--- src/rtl/stopwatch_pkg.sv ---
// rtl/stopwatch_pkg.sv - shared state encoding, button indices and defaults for the stopwatch control block
// Contents:
//   sw_state_t        FSM state encoding (IDLE=0, RUN=1, PAUSE=2)
//   BTN_*             bit index of each button inside btn_raw
//   *_DEFAULT         default parameter values for the control block
package stopwatch_pkg;

    typedef enum logic [1:0] {
        ST_IDLE  = 2'd0,
        ST_RUN   = 2'd1,
        ST_PAUSE = 2'd2
    } sw_state_t;

    localparam int BTN_CLEAR = 0;
    localparam int BTN_STOP  = 1;
    localparam int BTN_LAP   = 2;
    localparam int BTN_START = 3;

    localparam int DEBOUNCE_DEFAULT  = 16;
    localparam int TICK_DIV_DEFAULT  = 1200000;
    localparam int LAP_TICKS_DEFAULT = 20;

endpackage

--- src/rtl/stopwatch_ctrl_btn_debounce.sv ---
// rtl/stopwatch_ctrl_btn_debounce.sv - one-button synchronizer, debouncer and press-pulse generator
// Ports:
//   clk      in   system clock
//   rst_n    in   synchronous active-low reset
//   i_raw    in   raw active-high button level (asynchronous)
//   o_press  out  one-cycle pulse on each accepted press
module btn_debounce #(
    parameter int DEBOUNCE_CYCLES = 16
) (
    input  logic clk,
    input  logic rst_n,
    input  logic i_raw,
    output logic o_press
);

    localparam int CW = $clog2(DEBOUNCE_CYCLES + 1);
    localparam logic [CW-1:0] CNT_LAST = CW'(DEBOUNCE_CYCLES - 1);

    logic          r_sync1;
    logic          r_sync2;
    logic          r_level;
    logic          r_level_q;
    logic          r_armed;
    logic          r_press;
    logic [1:0]    r_fill;
    logic [CW-1:0] r_cnt;

    always_ff @(posedge clk) begin
        if (!rst_n) begin
            r_sync1   <= 1'b0;
            r_sync2   <= 1'b0;
            r_level   <= 1'b0;
            r_level_q <= 1'b0;
            r_armed   <= 1'b0;
            r_press   <= 1'b0;
            r_fill    <= 2'b00;
            r_cnt     <= '0;
        end else begin
            r_sync1   <= i_raw;
            r_sync2   <= r_sync1;
            r_fill    <= {r_fill[0], 1'b1};
            r_level_q <= r_level;

            if (r_sync2 != r_level) begin
                if (r_cnt == CNT_LAST) begin
                    r_level <= r_sync2;
                    r_cnt   <= '0;
                end else begin
                    r_cnt <= r_cnt + 1'b1;
                end
            end else begin
                r_cnt <= '0;
            end

            // Arm only after a genuine released level has passed through the
            // synchronizer, so a button held across reset never fires.
            if (r_fill[1] && !r_sync2 && !r_level) begin
                r_armed <= 1'b1;
            end

            r_press <= r_armed && r_level && !r_level_q;
        end
    end

    assign o_press = r_press;

endmodule

--- src/rtl/stopwatch_ctrl.sv ---
// rtl/stopwatch_ctrl.sv - stopwatch run/pause/idle control, timebase divider and lap-hold window
// Ports:
//   clk        in   system clock
//   rst_n      in   synchronous active-low reset
//   btn_raw    in   raw buttons: [0] clear, [1] stop, [2] lap, [3] start
//   tick       out  one-cycle free-running timebase pulse
//   cnt_en     out  one-cycle BCD counter increment strobe
//   cnt_clear  out  one-cycle BCD counter clear strobe
//   lap_load   out  one-cycle lap register capture strobe
//   show_lap   out  display shows the lap register while high
//   state      out  FSM state (0 IDLE, 1 RUN, 2 PAUSE)
module stopwatch_ctrl
    import stopwatch_pkg::*;
#(
    parameter int DEBOUNCE_CYCLES = DEBOUNCE_DEFAULT,
    parameter int TICK_DIV        = TICK_DIV_DEFAULT,
    parameter int LAP_TICKS       = LAP_TICKS_DEFAULT
) (
    input  logic       clk,
    input  logic       rst_n,
    input  logic [3:0] btn_raw,
    output logic       tick,
    output logic       cnt_en,
    output logic       cnt_clear,
    output logic       lap_load,
    output logic       show_lap,
    output logic [1:0] state
);

    localparam int DW = $clog2(TICK_DIV);
    localparam logic [DW-1:0] DIV_LAST = DW'(TICK_DIV - 1);
    localparam logic [4:0] LAP_RELOAD = 5'(LAP_TICKS);

    logic [3:0] w_press;

    for (genvar g = 0; g < 4; g++) begin : g_btn
        btn_debounce #(
            .DEBOUNCE_CYCLES(DEBOUNCE_CYCLES)
        ) u_btn (
            .clk    (clk),
            .rst_n  (rst_n),
            .i_raw  (btn_raw[g]),
            .o_press(w_press[g])
        );
    end

    sw_state_t     r_state;
    logic [DW-1:0] r_div;
    logic [4:0]    r_lap_rem;
    logic          r_tick;
    logic          r_cnt_en;
    logic          r_cnt_clear;
    logic          r_lap_load;
    logic          r_show_lap;

    // Fixed priority clear > stop > start > lap; losers are simply dropped.
    logic w_clr;
    logic w_stop;
    logic w_start;
    logic w_lap;
    assign w_clr   = w_press[BTN_CLEAR];
    assign w_stop  = w_press[BTN_STOP] && !w_press[BTN_CLEAR];
    assign w_start = w_press[BTN_START] && !w_press[BTN_CLEAR] && !w_press[BTN_STOP];
    assign w_lap   = w_press[BTN_LAP] && !w_press[BTN_CLEAR] && !w_press[BTN_STOP]
                     && !w_press[BTN_START];

    logic w_stop_acc;
    logic w_div_reset;
    logic w_lap_acc;
    assign w_stop_acc  = w_stop && (r_state == ST_RUN);
    assign w_div_reset = w_clr || (w_start && (r_state == ST_IDLE));
    assign w_lap_acc   = w_lap && (r_state != ST_IDLE);

    logic [4:0] w_lap_next;
    always_comb begin
        w_lap_next = r_lap_rem;
        if (w_clr) begin
            w_lap_next = '0;
        end else if (w_lap_acc) begin
            w_lap_next = LAP_RELOAD;
        end else if (r_tick && (r_lap_rem != 5'd0)) begin
            w_lap_next = r_lap_rem - 5'd1;
        end
    end

    always_ff @(posedge clk) begin
        if (!rst_n) begin
            r_state     <= ST_IDLE;
            r_div       <= '0;
            r_lap_rem   <= '0;
            r_tick      <= 1'b0;
            r_cnt_en    <= 1'b0;
            r_cnt_clear <= 1'b0;
            r_lap_load  <= 1'b0;
            r_show_lap  <= 1'b0;
        end else begin
            // A forced restart also swallows a tick that would land on the
            // same edge, so the first increment is a full period away.
            if (w_div_reset) begin
                r_div  <= '0;
                r_tick <= 1'b0;
            end else if (r_div == DIV_LAST) begin
                r_div  <= '0;
                r_tick <= 1'b1;
            end else begin
                r_div  <= r_div + 1'b1;
                r_tick <= 1'b0;
            end

            r_cnt_en    <= r_tick && (r_state == ST_RUN) && !w_clr && !w_stop_acc;
            r_cnt_clear <= w_clr;
            r_lap_load  <= w_lap_acc;
            r_lap_rem   <= w_lap_next;
            r_show_lap  <= (w_lap_next != 5'd0);

            if (w_clr) begin
                r_state <= ST_IDLE;
            end else begin
                case (r_state)
                    ST_IDLE:  if (w_start) r_state <= ST_RUN;
                    ST_RUN:   if (w_stop)  r_state <= ST_PAUSE;
                    ST_PAUSE: if (w_start) r_state <= ST_RUN;
                    default:               r_state <= ST_IDLE;
                endcase
            end
        end
    end

    assign tick      = r_tick;
    assign cnt_en    = r_cnt_en;
    assign cnt_clear = r_cnt_clear;
    assign lap_load  = r_lap_load;
    assign show_lap  = r_show_lap;
    assign state     = r_state;

endmodule

--- config.mk ---
export PLATFORM = sky130hd
export DESIGN_NAME = stopwatch_ctrl
export DESIGN_NICKNAME = d
export VERILOG_FILES = /design/src/rtl/stopwatch_pkg.sv /design/src/rtl/stopwatch_ctrl_btn_debounce.sv /design/src/rtl/stopwatch_ctrl.sv
export SDC_FILE = /design/constraint.sdc
export NUM_CORES = 1
export LEC_CHECK = 0
export ABC_AREA = 1
export ABC_CLOCK_PERIOD_IN_PS = 3600
export CAP_MARGIN = 30
export CORE_MARGIN = 2
export CORE_UTILIZATION = 35
export DETAILED_ROUTE_END_ITERATION = 16
export PLACE_DENSITY = 0.5
export SYNTH_ARGS = -nofsm -noshare
export SYNTH_HDL_FRONTEND = slang
export SYNTH_SLANG_ARGS = --single-unit
export TNS_END_PERCENT = 5
--- constraint.sdc ---
create_clock -name clk -period 3.6 [get_ports clk]
set_clock_uncertainty 0.05 [all_clocks]
set_input_delay 0.72 -clock clk [delete_from_list [all_inputs] [get_ports clk]]
set_output_delay 0.72 -clock clk [all_outputs]
set_load 0.01 [all_outputs]
==> results of run 1 <==
==> layer usage <==
| metal | global-route usage | wire [um] |
|---|---|---|
| met1 | 0.151 | 2830 |
| met2 | 0.215 | 2660 |
| met3 | 0.0362 | 176 |
| met4 | 0.0580 | 108 |
| met5 | 0 | 0 |
==> synth_stat cells, types with 4 or more instances <==
cell type / instances / area [um2]
a21oi_1: 32 / 160
dfxtp_1: 79 / 1580
ha_1: 10 / 125
inv_1: 71 / 267
nand2_1: 95 / 357
nand3_1: 19 / 95.1
nand3b_1: 4 / 30.0
nand4_1: 9 / 56.3
nor2_1: 57 / 214
nor3_1: 11 / 55.1
o211ai_1: 4 / 30.0
o21ai_0: 8 / 40.0
==> state kept, by name, summed over array words and instances (netlist names), 2 cells and up <==
signal                 count
g_btn.u_btn.r_level        4
state                      2
g_btn.u_btn.o_press        4
g_btn.u_btn.r_cnt         20
g_btn.u_btn.r_sync1        4
r_div                     21
g_btn.u_btn.r_sync2        4
g_btn.u_btn.r_level_q      4
g_btn.u_btn.r_armed        4
g_btn.u_btn.r_fill         2
r_lap_rem                  5
==> stage by stage <==
| stage | std cells | hold WS, ns | setup slack (ns) | power (uW) |
|---|---|---|---|---|
| CTS | 564 | 0.350 | 1.43 | 1560 |
| global placement | 548 | 0.335 | 1.21 | 951 |
| detailed placement | 548 | 0.337 | 1.18 | 952 |
| finish | 564 | 0.349 | 1.47 | 1530 |
| floorplan | 428 | 0.325 | 2.11 | 940 |
| global route | 564 | 0.371 | 1.39 | 1610 |
==> report_power, final <==
part / switching [uW] / total [uW] / internal, uW
Clock: 340 / 598 / 258
Sequential: 7.00 / 893 / 886
Combinational: 23.0 / 37.3 / 14.2
==> final cells by class <==
type / instances / area share
Sequential cell: 79 / 0.433
Multi-Input combinational cell: 272 / 0.371
Timing Repair Buffer: 13 / 0.0349
Tap cell: 111 / 0.0380
Clock inverter: 7 / 0.0144
Inverter: 73 / 0.0750
Clock buffer: 9 / 0.0339
==> cells by family after synthesis <==
| kind of cell | Yosys count | synth area share |
|---|---|---|
| buffers and inverters | 77 | 0.0938 |
| xor gates and xnor gates | 4 | 0.0108 |
| adders and majority gates | 10 | 0.0386 |
| and+or+nand+nor | 212 | 0.292 |
| DFF | 79 | 0.488 |
| AOI/OAI and AO/OA | 46 | 0.0764 |
==> path summary, 6_finish.rpt <==
check / from / to / slack [ns] / depth (start not counted)
max: tick / tick / 1.47 / 1
min: g_btn[0].u_btn.r_level_q / g_btn[0].u_btn.o_press / 0.35 / 1
max reg2reg: r_div[0] / r_div[14] / 1.75 / 8
min reg2reg: g_btn[0].u_btn.r_level_q / g_btn[0].u_btn.o_press / 0.35 / 1
==> run_results.csv, run 1 <==
group,metric,value,unit
timing,max_slew.worst_pin.slew,0.454,ns
routing,ant_nets,0,
critical_path,crit_chain,"clkdlybuf4s50_1",
timing,hold_viol,0,
timing,layout_min_cycle_time,2.13,ns
die,core_area,9110,um2
global_route,grt_usage,0.128,
timing,max_freq,469,MHz
final_layout,drive_above_1_share,0.0684,
die,io_pins,13,
placement,portBuffers,12,
timing,fin_tns_setup,0,ns
cts,cts_buffers,9,
timing,finalSetupViolCount,0,
final_layout,layout.nets,464,
cts,postCtsSetupBuffers,0,
critical_path,worst_path_dominant_cell_family,"buffers and inverters",
final_layout,antenna_cells,0,
cts,cts-resized-gates,0,
final_layout,mostFrequentLayoutCells,"nand2_1 (95), dfxtp_1 (79), inv_1 (71), nor2_1 (57), a21oi_1 (32)",
routing,via_per_inst,4.53,
die,dieHeight,100,um
critical_path,path_buf_inv,1,
critical_path,slowest_stage,"clkdlybuf4s50_1",
cts,clkSlewWorstSetupHoldPaths,0.08,ns
global_route,grt_antenna_before_repair,0,
critical_path,path_class,"reg -> out",
die,num_rows,35,
routing,dr.pass1.iters,4,
global_route,grt_start_max_net_pins,22,
pwr,ir_drop,0.175,mV
critical_path,worstPathArrival,1.36,ns
logic_synthesis,synth_cell_types,28,
timing,rsz0062_at_grt,"no",
critical_path,critPathMaxStageDelay,0.58,ns
routing,routed_wl,5770,um
logic_synthesis,avgSynthCellArea,7.57,um2
placement,gp_congestion,0.858,
cts,cts.htree.levels,3,
critical_path,startpoint_type,"flip-flop",
logic_synthesis,ys_warn_count,0,
logic_synthesis,ys_seq_area_frac,0.488,
cts,clk_path_buf_depth,2,
placement,place_area,3480,um2
pwr,p_per_area,418,nW/um2
final_layout,seqCellArea,1580,um2
routing,drc_errors,0,
logic_synthesis,synthArstFlopShare,0,
cts,clock_sinks,79,
cts,cts_hold_buf,0,
logic_synthesis,syn_nets,444,
final_layout,num-fill-cells,964,
die,start_util,0.356,
critical_path,cp-end-kind,"primary output",
routing,dr_total_vias,2556,
critical_path,crit_fanout,6,
logic_synthesis,syn_area,3240,um2
critical_path,required,2.83,ns
global_route,grt_pass1_wl,10300,um
die,die_x,100,um
run_status,status,"completed",
timing,slew_headroom,0.697,
routing,drt_iter0_drc,63,
pwr,leakagePower,0.00144,uW
run,maxCapViolCount,0,
hold_path,hold_path.class,"reg -> reg",
logic_synthesis,synth-seq-cells,79,
routing,wl_per_cell,10.2,um
global_route,grt.overflow.total,0,
final_layout,area_growth,12.7,%
timing,timing.final.crit_share,0.593,
final_layout,final_common_cell,"nand2_1",
logic_synthesis,syn_inst,428,
logic_synthesis,synth_edf_count,0,
final_layout,multiInputGateArea,1360,um2
global_route,grt_pass1_vias,2442,
timing,report.final.slew_viol_count,0,
cts,cts_root_buf,"clkbuf_8",
logic_synthesis,synth_top_flop_cell,"dfxtp_1",
final_layout,stdcell_area,3650,um2
die,die-area,10000,um2
final_layout,post-route-util,0.401,
cts,clock_latency,0.35,ns
placement,dp_hpwl,4220,um
cts,tritoncts,"done",
(Power assumes the default switching activity.)
==> run 2, diff against run 1 <==
--- a/config.mk
+++ b/config.mk
@@ -6,7 +6,7 @@
 export NUM_CORES = 1
 export LEC_CHECK = 0
 export ABC_AREA = 1
-export ABC_CLOCK_PERIOD_IN_PS = 3600
+export ABC_CLOCK_PERIOD_IN_PS = 1990
 export CAP_MARGIN = 30
 export CORE_MARGIN = 2
 export CORE_UTILIZATION = 35
==> constraint.sdc (replaced) <==
create_clock -name clk -period 1.99 [get_ports clk]
set_clock_uncertainty 0.05 [all_clocks]
set_input_delay 0.398 -clock clk [delete_from_list [all_inputs] [get_ports clk]]
set_output_delay 0.398 -clock clk [all_outputs]
set_load 0.01 [all_outputs]
==> run 2 against run 1 <==
Register-to-register slack got worse by 1.4 ns; critical path depth unchanged; utilization rose by 0.67 points; via count is 0.90% lower; non-clock buffer count increased by 3; critical endpoint unchanged; sequential power grew 80%; total power increased by 89%; flip-flop and latch count stayed put.
==> run_results.csv, run 2 (synthesized netlist as in run 1, its figures left out) <==
group,metric,value,unit
run_status,status,"completed",
hold_path,hold_depth,1,
die,num_rows,35,
routing,drc_errors,0,
final_layout,largest_register_ffs,21,
placement,dp_hpwl,4200,um
routing,via_per_inst,4.47,
final_layout,mostFrequentLayoutCells,"nand2_1 (95), dfxtp_1 (79), inv_1 (71), nor2_1 (57), a21oi_1 (32)",
routing,ant_nets,0,
critical_path,worstPathArrival,1.34,ns
timing,hold_ws,0.343,ns
critical_path,cp.depth,1,
timing,rsz0062_at_grt,"no",
final_layout,area_growth,14.6,%
die,die-area,10000,um2
timing,slew_headroom,0.755,
routing,wl_per_cell,9.89,um
critical_path,required,1.54,ns
final_layout,final_common_cell,"nand2_1",
critical_path,path_class,"reg -> out",
die,io_pins,13,
cts,clkSlewWorstSetupHoldPaths,0.08,ns
critical_path,startpoint_type,"flip-flop",
die,dieHeight,100,um
timing,timing.final.crit_share,0.900,
final_layout,reg_top3,"r_div x21, g_btn.u_btn.r_cnt x20, r_lap_rem x5",
critical_path,crit_fanout,6,
global_route,grt_antenna_before_repair,0,
global_route,grt_usage,0.126,
cts,cts_buffers,9,
routing,dr.pass1.iters,4,
hold_path,hold_path.class,"reg -> reg",
placement,portBuffers,12,
cts,clock_latency,0.34,ns
cts,clk_path_buf_depth,2,
final_layout,post-route-util,0.408,
final_layout,num-fill-cells,963,
timing,report.final.slew_viol_count,0,
critical_path,path_buf_inv,1,
timing,finalSetupViolCount,0,
cts,tritoncts,"done",
cts,clock_sinks,79,
timing,layout_min_cycle_time,1.79,ns
placement,gp_congestion,0.859,
final_layout,layout.nets,467,
global_route,grt_pass1_wl,10300,um
pwr,leakagePower,0.00148,uW
critical_path,rr_worst_depth,9,
critical_path,crit_chain,"clkdlybuf4s50_1",
global_route,grt_pass1_vias,2402,
timing,max_freq,558,MHz
cts,cts-resized-gates,0,
critical_path,critPathMaxStageDelay,0.58,ns
final_layout,drive_above_1_share,0.0746,
global_route,grt_start_max_net_pins,22,
global_route,grt.overflow.total,0,
timing,max_slew.worst_pin.slew,0.365,ns
cts,cts_hold_buf,0,
timing,hold_viol,0,
cts,cts.htree.levels,3,
run,maxCapViolCount,0,
routing,dr_total_vias,2533,
final_layout,top_register,"r_div",
die,start_util,0.356,
cts,postCtsSetupBuffers,0,
cts,cts_root_buf,"clkbuf_8",
final_layout,antenna_cells,0,
routing,routed_wl,5610,um
routing,drt_iter0_drc,70,
timing,fin_tns_setup,0,ns
critical_path,cp-end-kind,"primary output",
critical_path,worst_path_dominant_cell_family,"buffers and inverters",
pwr,ir_drop,0.466,mV
die,core_area,9110,um2
critical_path,slowest_stage,"clkdlybuf4s50_1",
die,die_x,100,um
pwr,p_per_area,778,nW/um2
==> run 2: power breakdown <==
part / leakage, uW / internal, uW / total (uW) / switching (uW)
sequential: 0.000640 / 1600 / 1610 / 12.6
combinational: 0.000733 / 31.0 / 73.1 / 42.1
clock: 0.000105 / 595 / 1200 / 608
total: 0.00148 / 2230 / 2890 / 663
==> run 2: stage by stage <==
stage / total power (uW) / setup slack [ns] / cells / area, um2
finish: 2890 / 0.199 / 567 / 3710
CTS: 2950 / 0.172 / 567 / 3710
floorplan: 1700 / 0.503 / 428 / 3240
detailed placement: 1730 / 0.300 / 551 / 3510
global route: 3030 / 0.102 / 567 / 3710
global placement: 1730 / 0.348 / 551 / 3510
==> run 2: path summary, 6_finish.rpt <==
check,start,endpoint,slack (ns)
hold / removal,g_btn[0].u_btn.r_level_q,g_btn[0].u_btn.o_press,0.34
setup / recovery,tick,tick,0.20
hold reg to reg,g_btn[0].u_btn.r_level_q,g_btn[0].u_btn.o_press,0.34
setup reg to reg,r_div[0],r_div[18],0.38
==> run 2: metal layers <==
metal	up-vias	track usage	routed length (um)
met3	10	0.0355	174
li1	1387	-	-
met5	-	0	0
met4	0	0.0464	95
met1	1109	0.158	2790
met2	27	0.206	2540
==> run 2: cell type report <==
type                            instances  area, um2  area share
Multi-Input combinational cell        272       1360       0.365
Clock inverter                          7       78.8      0.0212
Sequential cell                        79       1580       0.426
Inverter                               73        274      0.0738
Clock buffer                            9        124      0.0333
Tap cell                              111        139      0.0374
Timing Repair Buffer                   16        163      0.0438
==> run 3, diff against run 2 <==
--- a/config.mk
+++ b/config.mk
@@ -12,6 +12,7 @@
 export CORE_UTILIZATION = 35
 export DETAILED_ROUTE_END_ITERATION = 16
 export PLACE_DENSITY = 0.5
+export SKIP_LAST_GASP = 1
 export SYNTH_ARGS = -nofsm -noshare
 export SYNTH_HDL_FRONTEND = slang
 export SYNTH_SLANG_ARGS = --single-unit
==> results of run 3 <==
No change in the layout: final DEF, timing and power equal those of run 2.
